File: src/rtl/uart_rx_cmd.sv
// 8N1 UART receiver for the TX mode/rate FSM: recovers command bytes, holds the
// last good byte on odata, and pulses oVALID / oFRAME_ERR for one cycle each.
module uart_rx_cmd #(
  parameter int CLKS_PER_BIT = 434
) (
  input  logic       clk,
  input  logic       reset,
  input  logic       iRX,
  output logic [7:0] odata,
  output logic       oVALID,
  output logic       oFRAME_ERR,
  output logic       oBUSY
);

  localparam int HALF_BIT = CLKS_PER_BIT / 2;
  localparam int CNT_W    = $clog2(CLKS_PER_BIT);

  localparam logic [CNT_W-1:0] CNT_HALF = CNT_W'(HALF_BIT - 1);
  localparam logic [CNT_W-1:0] CNT_FULL = CNT_W'(CLKS_PER_BIT - 1);

  localparam logic [2:0] S_IDLE      = 3'd0;
  localparam logic [2:0] S_START     = 3'd1;
  localparam logic [2:0] S_DATA      = 3'd2;
  localparam logic [2:0] S_STOP      = 3'd3;
  localparam logic [2:0] S_WAIT_HIGH = 3'd4;

  logic             r_sync1, r_sync2;
  logic [2:0]       r_state;
  logic [CNT_W-1:0] r_cnt;
  logic [2:0]       r_bitidx;
  logic [7:0]       r_shift;
  logic [7:0]       r_data;
  logic             r_valid;
  logic             r_frame_err;
  logic             w_rx_s;

  // Synchroniser resets to the idle-high line level so reset release is not
  // mistaken for a start bit.
  always_ff @(posedge clk or negedge reset) begin
    if (!reset) begin
      r_sync1 <= 1'b1;
      r_sync2 <= 1'b1;
    end else begin
      r_sync1 <= iRX;
      r_sync2 <= r_sync1;
    end
  end

  assign w_rx_s = r_sync2;

  // NOTE: every register in this block uses <= so all of them update from the
  // same pre-edge values; a blocking assignment here would reorder the FSM.
  always_ff @(posedge clk or negedge reset) begin
    if (!reset) begin
      r_state     <= S_IDLE;
      r_cnt       <= '0;
      r_bitidx    <= '0;
      r_shift     <= '0;
      r_data      <= '0;
      r_valid     <= 1'b0;
      r_frame_err <= 1'b0;
    end else begin
      r_valid     <= 1'b0;
      r_frame_err <= 1'b0;
      r_cnt       <= r_cnt + CNT_W'(1);
      case (r_state)
        S_IDLE: begin
          r_cnt <= '0;
          if (!w_rx_s) r_state <= S_START;
        end
        S_START: begin
          if (r_cnt == CNT_HALF) begin
            r_cnt <= '0;
            if (!w_rx_s) begin
              r_state  <= S_DATA;
              r_bitidx <= '0;
            end else begin
              r_state  <= S_IDLE;
            end
          end
        end
        S_DATA: begin
          if (r_cnt == CNT_FULL) begin
            r_cnt    <= '0;
            r_shift  <= {w_rx_s, r_shift[7:1]};
            r_bitidx <= r_bitidx + 3'd1;
            if (r_bitidx == 3'd7) r_state <= S_STOP;
          end
        end
        S_STOP: begin
          if (r_cnt == CNT_FULL) begin
            r_cnt <= '0;
            if (w_rx_s) begin
              r_data  <= r_shift;
              r_valid <= 1'b1;
              r_state <= S_IDLE;
            end else begin
              r_frame_err <= 1'b1;
              r_state     <= S_WAIT_HIGH;
            end
          end
        end
        S_WAIT_HIGH: begin
          // A break or stuck-low line must go high before a new start is armed.
          r_cnt <= '0;
          if (w_rx_s) r_state <= S_IDLE;
        end
        default: begin
          r_cnt   <= '0;
          r_state <= S_IDLE;
        end
      endcase
    end
  end

  assign odata      = r_data;
  assign oVALID     = r_valid;
  assign oFRAME_ERR = r_frame_err;
  assign oBUSY      = (r_state != S_IDLE);

endmodule

File: config.mk
export PLATFORM = sky130hd
export DESIGN_NAME = uart_rx_cmd
export DESIGN_NICKNAME = d
export VERILOG_FILES = /design/src/rtl/uart_rx_cmd.sv
export SDC_FILE = /design/constraint.sdc
export NUM_CORES = 1
export LEC_CHECK = 0
export CAP_MARGIN = 10
export CORE_MARGIN = 5
export CORE_UTILIZATION = 59
export CTS_BUF_LIST = sky130_fd_sc_hd__clkbuf_4
export DETAILED_ROUTE_END_ITERATION = 10
export PLACE_DENSITY = 0.81
export SKIP_LAST_GASP = 1
export SLEW_MARGIN = 15
export SYNTH_ARGS = -nofsm -noshare
export SYNTH_HDL_FRONTEND = slang
export SYNTH_SLANG_ARGS = --single-unit
File: constraint.sdc
create_clock -name clk -period 2.44 [get_ports clk]
set_input_delay 0.488 -clock clk [delete_from_list [all_inputs] [get_ports clk]]
set_output_delay 0.488 -clock clk [all_outputs]
set_load 0.01 [all_outputs]
==> results.md, run 1 <==
* Setup repair bufs after CTS at 0
* Max H-tree Level at 2
* Syn_area_per_cell at 12.7 µm²
* DP Wirelength at 1930 µm
* Post-synth ARST share at 1.00
* Placed insts at 166
* Clock Tree Buf Depth at 2
* Area growth syn-to-layout at 14.9%
* Crit path max-delay family: buffers and inverters
* Worst path max stage delay at 0.48 ns
* Io pins at 14
* First-pass GRT wire length at 4640 µm
* Die width at 62.0 µm
* TritonCTS Buffers at 5
* Pwr Total at 998 µW
* Core Footprint at 2520 µm²
* Starting Density at 0.632
* Synth Flop Type: dfrtp_1
* Largest net degree at the start of global routing at 23
* Clock latency on the worst-skew pair at 0.33 ns
* Syn Nets at 134
* Final setup fails at 0
* Synthesis-stage register bit count at 35
* Worst min path class: reg -> reg
* Drt first-iter violations at 15
* Initial antenna violation count at 0
* Leakage at 0.878 nW
* Tcrit/Tclk final at 0.877
* Row cnt at 18
* Yosys warning total at 0
* PwrDens at 545 nW/µm²
* Final instance area at 1830 µm²
* Non-filler instance count after layout at 174
* Cell taking the most area after synthesis: dfrtp_1
* Die Area at 3840 µm²
* Number of vias per cell at 5.58
* Worst-path fanout max at 8
* Via count at 971
* XOR/XNOR Fraction of Synth Area at 0.0440
* Clock Sinks at 35
* Maximum vdd drop at 0.516 mV
* Fmax at 467 MHz
* EDFF count, synth at 0
* Worst-margin pin slew at 0.688 ns
* Drt wl/cell at 15.0 µm
* Final worst path period need at 2.14 ns
* Clock skew at 0.0112 ns
* CP endpoint kind: output pin
* Overall Global Routing Usage at 0.176
* Fill cell count at 189
* Final Hold Fails at 0
* Vias in the first global route at 1003
* Grt ovf at 0
* Worst Hold Slack at 0.363 ns
* Crit start category: flop
* Setup TNS at 0 ns
* Routed WL at 2600 µm
* WS Path Type: reg -> out
* CTS Hold Bufs at 0
* Sequential cell area fraction in the yosys report at 0.551
* Crit-path cells: or3_1, clkdlybuf4s50_1
* Share of the synthesized area in the top cell type at 0.518
* Layout cells sized above 1 at 0.188
* Slowest cell on crit path: clkdlybuf4s50_1
* Synth Area in Adders at 0.0392
* Die height at 62.0 µm
* Antenna Cells at 0
* Max Cap Violations at 0
* Synth area leaders: dfrtp_1 52%, mux2_4 7.5%, nor2_1 4.0%, ha_1 3.9%, mux2_1 3.5%
* Root Buffer: clkbuf_4
* Slew Limit Fails at 0
* PortBufs at 13
* Multiplexer share of the synthesized area at 0.132
* Cells after synthesis at 126
* TritonCTS clock tree: built
* Critical path arrival at 1.65 ns
* Worst EP required at 1.95 ns
* RePlAce Congestion at 0.809
* Unrepaired setup endpoints after global routing: no
* Detail Route Antenna Nets at 0
* CTS resizes at 0
* CTS clock-pin slew for the worst setup and hold paths at 0.09 ns
* Simple-Gate Fraction of Synth Area at 0.163
* Fin nets at 151
* Drt first pass iters at 5
* Post-synthesis compound-gate area fraction at 0.0424
* Worst Path Buf+Inv at 1
* Drc violations at 0
* Library cells used by synthesis at 36
* Status: finished, final reports clean
* Main combinational cell family by area after synthesis: simple AND/OR/NAND/NOR gates
* Cell area after synthesis at 1590 µm²
* Placement Cell Area at 1760 µm²
* Worst rel slew slack at 0.540
-- layout by cell type (no fill, tap or decap), types with 2 or more instances in the layout --
cell / netlist / layout
xor2_1: 2 / 2
xnor2_1: 6 / 6
nand4_1: 3 / 3
mux2_1: 5 / 5
nand3_1: 5 / 5
nand2_1: 5 / 5
mux2_4: 8 / 8
clkdlybuf4s50_1: 0 / 13
nor2_1: 17 / 17
ha_1: 5 / 5
nor2b_1: 2 / 2
dfrtp_1: 33 / 33
dfstp_2: 2 / 2
clkbuf_4: 0 / 5
a32o_1: 2 / 2
and2_1: 2 / 2
inv_1: 3 / 3
mux2_2: 3 / 3
-- per-layer routing --
metal,wire [µm],track usage
met1,1170,0.212
met2,1260,0.272
met3,108,0.0723
met4,59,0.0879
met5,0,0
-- cell type report --
type	count	area (µm²)	share of cell area
sequential	35	878	0.480
clock inverter	3	38.8	0.0212
tap	30	37.5	0.0205
inverter	3	11.3	0.00615
timing repair buffer	15	158	0.0861
multi-input combinational	83	671	0.366
clock buffer	5	37.5	0.0205
-- synth_stat cells, types with 3 or more instances --
cell type and n:
clkbuf_1 3, nand2_1 5, nand3_1 5, mux2_4 8, inv_1 3, ha_1 5
mux2_1 5, nand4_1 3, dfrtp_1 33, mux2_2 3, xnor2_1 6, nor2_1 17
-- flip-flops by register name, indices dropped and copies added, names as in the netlist, 3 cells and up --
name / flops
odata: 8
r_bitidx: 3
r_cnt: 9
r_shift: 8
r_state: 3
-- per-stage QoR --
step	worst slack, ns	util
floorplan	0.578	-
global placement	0.608	0.696
detailed placement	0.567	0.696
CTS	0.279	0.726
global route	0.228	0.726
finish	0.300	0.726
-- cell families (layout without fill, tap and decap cells) --
group / Yosys count / count (layout)
xor gates and xnor gates: 8 / 8
DFF: 35 / 35
buffers and inverters: 8 / 26
muxes: 16 / 16
adders and majority gates: 5 / 5
AOI/OAI and AO/OA: 9 / 9
and+or+nand+nor: 45 / 45
-- report_power, final --
part	total [mW]	leakage, nW	switching, mW	internal (mW)
combinational	0.0185	0.368	0.0120	0.00650
sequential	0.585	0.467	0.00184	0.583
clock	0.395	0.0426	0.184	0.211
total	0.998	0.878	0.198	0.800
-- final timing paths --
kind | start | endpoint | slack, ns | depth (start not counted)
max in group asynchronous | reset | r_cnt[7] | 1.33 | 2
min in group asynchronous | reset | r_bitidx[1] | 0.56 | 1
hold reg to reg | r_sync1 | r_sync2 | 0.36 | 0
setup reg to reg | r_cnt[1] | odata[5] | 0.55 | 6
setup / recovery | r_state[2] | oBUSY | 0.30 | 2
hold / removal | r_sync1 | r_sync2 | 0.36 | 0
(Power assumes the default switching activity.)
==> run 2, diff against run 1 <==
--- a/config.mk
+++ b/config.mk
@@ -7,10 +7,11 @@
 export LEC_CHECK = 0
 export CAP_MARGIN = 10
 export CORE_MARGIN = 5
-export CORE_UTILIZATION = 59
+export CORE_UTILIZATION = 60
 export CTS_BUF_LIST = sky130_fd_sc_hd__clkbuf_4
 export DETAILED_ROUTE_END_ITERATION = 10
-export PLACE_DENSITY = 0.81
+export DONT_BUFFER_PORTS = 1
+export PLACE_DENSITY = 0.76
 export SKIP_LAST_GASP = 1
 export SLEW_MARGIN = 15
 export SYNTH_ARGS = -nofsm -noshare
==> results.md, run 2 (synthesis results as in run 1) <==
* Unrepaired setup endpoints after global routing: no
* Worst rel slew slack at 0.741 (+0.202)
* Initial antenna violation count at 0 (unchanged)
* Drt first-iter violations at 51 (+36)
* Number of vias per cell at 5.78 (+3.6%)
* Drc violations at 0 (unchanged)
* Register area at 878 µm² (unchanged)
* RePlAce Congestion at 0.809 (unchanged)
* Vias in the first global route at 988 (-1.5%)
* Hold path start: iRX
* First-pass GRT wire length at 4750 µm (+2.4%)
* Clock Sinks at 35 (unchanged)
* Drt first pass iters at 4 (-1)
* Grt ovf at 0 (unchanged)
* WS Path Type: reg -> reg
* Reg2reg path depth at 6 (unchanged)
* Core Footprint at 2500 µm² (-0.89%)
* DP Wirelength at 1830 µm (-4.9%)
* Final Hold Fails at 0 (unchanged)
* Fill cell count at 181 (-4.2%)
* Commonest non-fill, non-tap cell in the layout: dfrtp_1
* Final worst path period need at 1.92 ns (-0.224 ns)
* Crit start category: flop
* Largest net degree at the start of global routing at 36 (+57%)
* Io pins at 14 (unchanged)
* CP endpoint kind: flop
* Reg-to-reg setup timing slack at 0.52 ns (-0.03 ns)
* Setup TNS at 0 ns (unchanged)
* Clock share of power at 0.402 (+0.006)
* Critical path arrival at 2.14 ns (+0.49 ns)
* Die Area at 3790 µm² (-1.4%)
* Fin nets at 139 (-7.9%)
* Die width at 61.5 µm (-0.70%)
* Leakage at 0.836 nW (-4.8%)
* Commonest non-fill, non-tap cells in the layout: 33 x dfrtp_1, 17 x nor2_1, 8 x mux2_4
* Starting Density at 0.638 (+0.00569)
* Die height at 61.5 µm (-0.70%)
* Area growth syn-to-layout at 7.38%
* Max H-tree Level at 2 (unchanged)
* Reg power frac at 0.582 (-0.004)
* Reg-to-Reg End: odata[6]
* Clock Tree Buf Depth at 2 (unchanged)
* TritonCTS clock tree: built
* Via count at 937 (-3.5%)
* Overall Global Routing Usage at 0.176 (+0.000253)
* Clock skew at 0.0181 ns (+0.00699 ns)
* Slew Limit Fails at 0 (unchanged)
* Antenna Cells at 0 (unchanged)
* CTS resizes at 0 (unchanged)
* CTS clock-pin slew for the worst setup and hold paths at 0.10 ns (about the same)
* Row cnt at 18 (unchanged)
* Max reg flops at 9 (unchanged)
* TritonCTS Buffers at 5 (unchanged)
* Drt wl/cell at 16.4 µm (+9.7%)
* Hold-critical path endpoint: r_sync1
* Maximum vdd drop at 0.597 mV (+16%)
* Fmax at 522 MHz (+12%)
* RR Startpoint: r_cnt[1]
* Tcrit/Tclk final at 0.785 (-0.0916)
* Final setup fails at 0 (unchanged)
* Clock latency on the worst-skew pair at 0.34 ns (about the same)
* Worst-path fanout max at 9 (+1)
* Combinational power share at 0.016 (-0.003)
* Sw frac at 0.206 (+0.00765)
* Internal at 798 µW (-0.21%)
* Routed WL at 2660 µm (+2.2%)
* PwrDens at 588 nW/µm² (+7.8%)
* Max Cap Violations at 0 (unchanged)
* Area occupied by multi-input gates at 671 µm² (unchanged)
* Detail Route Antenna Nets at 0 (unchanged)
* Layout cells sized above 1 at 0.205 (+0.0170)
* PortBufs at 0 (-13)
* Worst-margin pin slew at 0.387 ns (-0.301 ns)
* Status: finished, final reports clean
* Pwr Total at 1.01 mW (+0.76%)
* Worst EP required at 2.67 ns (+0.72 ns)
* Reg with most FFs: r_cnt
* Root Buffer: clkbuf_4
* Worst min path class: in -> reg
* Hold depth at 0 (unchanged)
* Psw at 207 µW (+4.6%)
==> run 2: cell types whose count changed in the layout (fill, tap and decap cells not counted), sizes merged <==
cell	before	now
clkdlybuf4s50	13	0
dlygate4sd3	0	1
==> run 2: worst max-delay path by stage <==
stage          startpoint  endpoint  slack (ns)  cells after the start
2_1_floorplan    r_cnt[1]  odata[0]        0.58                      8
3_3_place_gp     r_cnt[1]  odata[6]        0.61                      6
3_5_place_dp     r_cnt[1]  odata[5]        0.52                      6
4_1_cts          r_cnt[1]  odata[6]        0.53                      6
5_1_grt          r_cnt[1]  odata[6]        0.45                      6
6_report         r_cnt[1]  odata[6]        0.52                      6
==> run 2: worst max-delay path, stage by stage (launching register included) <==
cell	delay [ns]
dfrtp_1	0.41
inv_1	0.10
ha_1	0.15
and4bb_4	0.26
and3_4	0.22
and4_4	0.36
mux2_4	0.32
==> run 2: stage by stage <==
stage / std cells / hold WS, ns / util / worst slack [ns] / area (µm²)
after floorplan: 126 / 0.192 / - / 0.578 / 1590
after CTS: 162 / 0.131 / 0.685 / 0.530 / 1710
final: 162 / 0.148 / 0.685 / 0.524 / 1710
after detailed placement: 152 / 0.193 / 0.642 / 0.521 / 1610
after global placement: 152 / 0.193 / 0.642 / 0.612 / 1610
after global routing: 162 / 0.112 / 0.685 / 0.452 / 1710
==> run 2: what timing repair did <==
item,CTS,global route
hold buffers,2,0
endpoints found under the hold margin,35,0
setup buffers,0,0
==> run 2: power groups by stage <==
stage               Sequential, mW  Combinational (mW)  Clock, mW
global placement             0.596            0.000999          0
floorplan                    0.595            0.000874          0
CTS                          0.585              0.0173      0.414
finish                       0.585              0.0164      0.404
global route                 0.585              0.0193      0.443
detailed placement           0.596            0.000956          0
==> run 2: layout make-up <==
| type | instances | share of cell area |
|---|---|---|
| Timing Repair Buffer | 3 | 0.0219 |
| Sequential cell | 35 | 0.513 |
| Inverter | 3 | 0.00658 |
| Tap cell | 30 | 0.0219 |
| Clock buffer | 5 | 0.0219 |
| Clock inverter | 3 | 0.0227 |
| Multi-Input combinational cell | 83 | 0.392 |
==> run 2: per-layer routing <==
layer	GRT usage	up-vias	wire length, µm
met5	0	-	0
met4	0.0606	0	33
met3	0.0755	4	180
met2	0.251	25	1210
met1	0.243	458	1240
li1	-	450	-
==> run 3, diff against run 2 <==
==> constraint.sdc (replaced) <==
create_clock -name clk -period 1.9 [get_ports clk]
set_input_delay 0.38 -clock clk [delete_from_list [all_inputs] [get_ports clk]]
set_output_delay 0.38 -clock clk [all_outputs]
set_load 0.01 [all_outputs]
==> results.md, run 3 (synthesis results as in run 1) <==
* Status: finished, final reports clean
* Final setup fails at 0 (unchanged)
* Pre-CTS setup slack at -0.00275 ns (-0.524 ns)
* Max H-tree Level at 2 (unchanged)
* RR Startpoint: r_cnt[1]
* Fmax at 546 MHz (+4.6%)
* Worst-path fanout max at 5 (-4)
* Met2 GRT Util at 0.226 (-0.0254)
* Largest net degree at the start of global routing at 36 (unchanged)
* Max Cap Violations at 0 (unchanged)
* RePlAce Congestion at 0.766 (-5.3%)
* Area occupied by multi-input gates at 681 µm² (+1.5%)
* Worst-margin pin slew at 0.299 ns (-0.0878 ns)
* Critical path arrival at 2.07 ns (-0.07 ns)
* Clock skew at 0.0159 ns (-0.00229 ns)
* Worst min path class: in -> reg
* Grt ovf at 0 (unchanged)
* CTS clock-pin slew for the worst setup and hold paths at 0.12 ns (+0.02 ns)
* Busiest grt layer: met1
* Detail Route Antenna Nets at 0 (unchanged)
* Commonest non-fill, non-tap cells in the layout: 33 x dfrtp_1, 17 x nor2_1, 12 x buf_4
* Clock Tree Buf Depth at 2 (unchanged)
* Row cnt at 18 (unchanged)
* Final worst path period need at 1.83 ns (-0.0838 ns)
* Commonest non-fill, non-tap cell in the layout: dfrtp_1
* Worst EP required at 2.14 ns (-0.53 ns)
* Clock latency on the worst-skew pair at 0.34 ns (about the same)
* Via count at 983 (+4.9%)
* Slew Limit Fails at 0 (unchanged)
* Io pins at 14 (unchanged)
* Internal at 897 µW (+12%)
* Final Hold Fails at 0 (unchanged)
* Drt wl/cell at 15.0 µm (-8.7%)
* Die Area at 3790 µm² (unchanged)
* Leakage at 0.883 nW (+5.6%)
* Sw frac at 0.229 (+0.0225)
* Reg with most FFs: r_cnt
* Tcrit/Tclk final at 0.964 (+0.179)
* Unrepaired setup endpoints after global routing: no
* Fin nets at 151 (+8.6%)
* Crit start category: flop
* Area growth syn-to-layout at 12.0%
* Drc violations at 0 (unchanged)
* Met3 usage at 0.0650 (-0.0105)
* Fill cell count at 169 (-6.6%)
* Layout cells sized above 1 at 0.271 (+0.0663)
* Max reg flops at 9 (unchanged)
* DP Wirelength at 1800 µm (-1.5%)
* Root Buffer: clkbuf_4
* First-pass GRT wire length at 4570 µm (-3.6%)
* Global routing usage on met1 at 0.245 (+0.00242)
* Core Footprint at 2500 µm² (unchanged)
* Worst rel slew slack at 0.800 (+0.0582)
* Register area at 878 µm² (unchanged)
* Drt first pass iters at 4 (unchanged)
* PwrDens at 651 nW/µm² (+11%)
* Maximum vdd drop at 0.651 mV (+9.0%)
* Initial antenna violation count at 0 (unchanged)
* Combinational power share at 0.018 (+0.002)
* WS Path Type: reg -> reg
* Finished Core Util at 0.714 (+0.0295)
* Number of vias per cell at 5.65 (-2.3%)
* Critical Path Source: r_cnt[1]
* Antenna Cells at 0 (unchanged)
* Routed WL at 2610 µm (-2.0%)
* Overall Global Routing Usage at 0.168 (-0.00870)
* Hold path start: iRX
* TritonCTS Buffers at 5 (unchanged)
* Die width at 61.5 µm (unchanged)
* Clock share of power at 0.336 (-0.066)
* Clock Sinks at 35 (unchanged)
* CTS resizes at 0 (unchanged)
* Psw at 266 µW (+28%)
* Vias in the first global route at 973 (-1.5%)
* Die height at 61.5 µm (unchanged)
* TritonCTS clock tree: built
* CP endpoint kind: flop
* PortBufs at 0 (unchanged)
* Final WS setup at 0.0676 ns (-0.456 ns)
* Reg power frac at 0.646 (+0.064)
* Drt first-iter violations at 18 (-65%)
* Starting Density at 0.638 (unchanged)
run 3: cell types whose count changed in the layout (fill, tap and decap cells not counted), sizes merged:
cell	previous run	this run
buf	2	13
and4	1	2
bufinv	1	0
clkinvlp	0	1
run 3: metrics by stage:
step           instances  area [µm²]  hold WS [ns]   TNS, ns  power [mW]
2_1_floorplan        126        1590        0.0844         0       0.766
3_3_place_gp         159        1660        0.0853         0       0.766
3_5_place_dp         159        1660        0.0853  -0.00407       0.767
4_1_cts              170        1760        0.0153         0        1.17
5_1_grt              174        1790       0.00741         0        1.22
6_report             174        1790        0.0328         0        1.16
run 3: final timing paths:
path,endpoint,slack [ns],depth (start not counted)
min in group asynchronous,odata[4],0.48,2
worst min register to register,r_sync2,0.36,0
worst max register to register,odata[4],0.07,6
worst max-delay path,odata[4],0.07,6
max in group asynchronous,r_sync2,1.17,2
worst min-delay path,r_sync1,0.03,0
run 3: layout make-up:
| cell class | instances | area share |
|---|---|---|
| Timing Repair Buffer | 14 | 0.0673 |
| Sequential cell | 35 | 0.492 |
| Clock inverter | 3 | 0.0112 |
| Multi-Input combinational cell | 84 | 0.381 |
| Clock buffer | 5 | 0.0210 |
| Tap cell | 30 | 0.0210 |
| Inverter | 3 | 0.00631 |
run 3: layer usage:
layer | wire [µm] | share of wire
met1 | 1290 | 0.49
met4 | 40 | 0.015
met5 | 0 | 0
met2 | 1150 | 0.44
met3 | 131 | 0.050
run 3: power by group through the flow:
| stage | sequential, mW | clock [mW] | combinational [mW] |
|---|---|---|---|
| final | 0.751 | 0.390 | 0.0210 |
| after global routing | 0.751 | 0.439 | 0.0252 |
| after CTS | 0.751 | 0.400 | 0.0221 |
| after detailed placement | 0.765 | 0 | 0.00127 |
| after global placement | 0.765 | 0 | 0.00129 |
| after floorplan | 0.764 | 0 | 0.00112 |
run 3: what timing repair did:
item                       4_1_cts  5_1_grt
setup endpoints to repair        8        8
setup buffers                    0        4
pin swaps                        1        0
hold buffers                     2        0
hold endpoints to repair        35        0
gates cloned                     1        0
run 3: critical path: stages, from the launching register on:
cell and delay [ns]:
dfrtp_1 0.41, inv_1 0.08, ha_1 0.15, and4bb_4 0.26, and3_4 0.22, and4_2 0.31
mux2_4 0.31
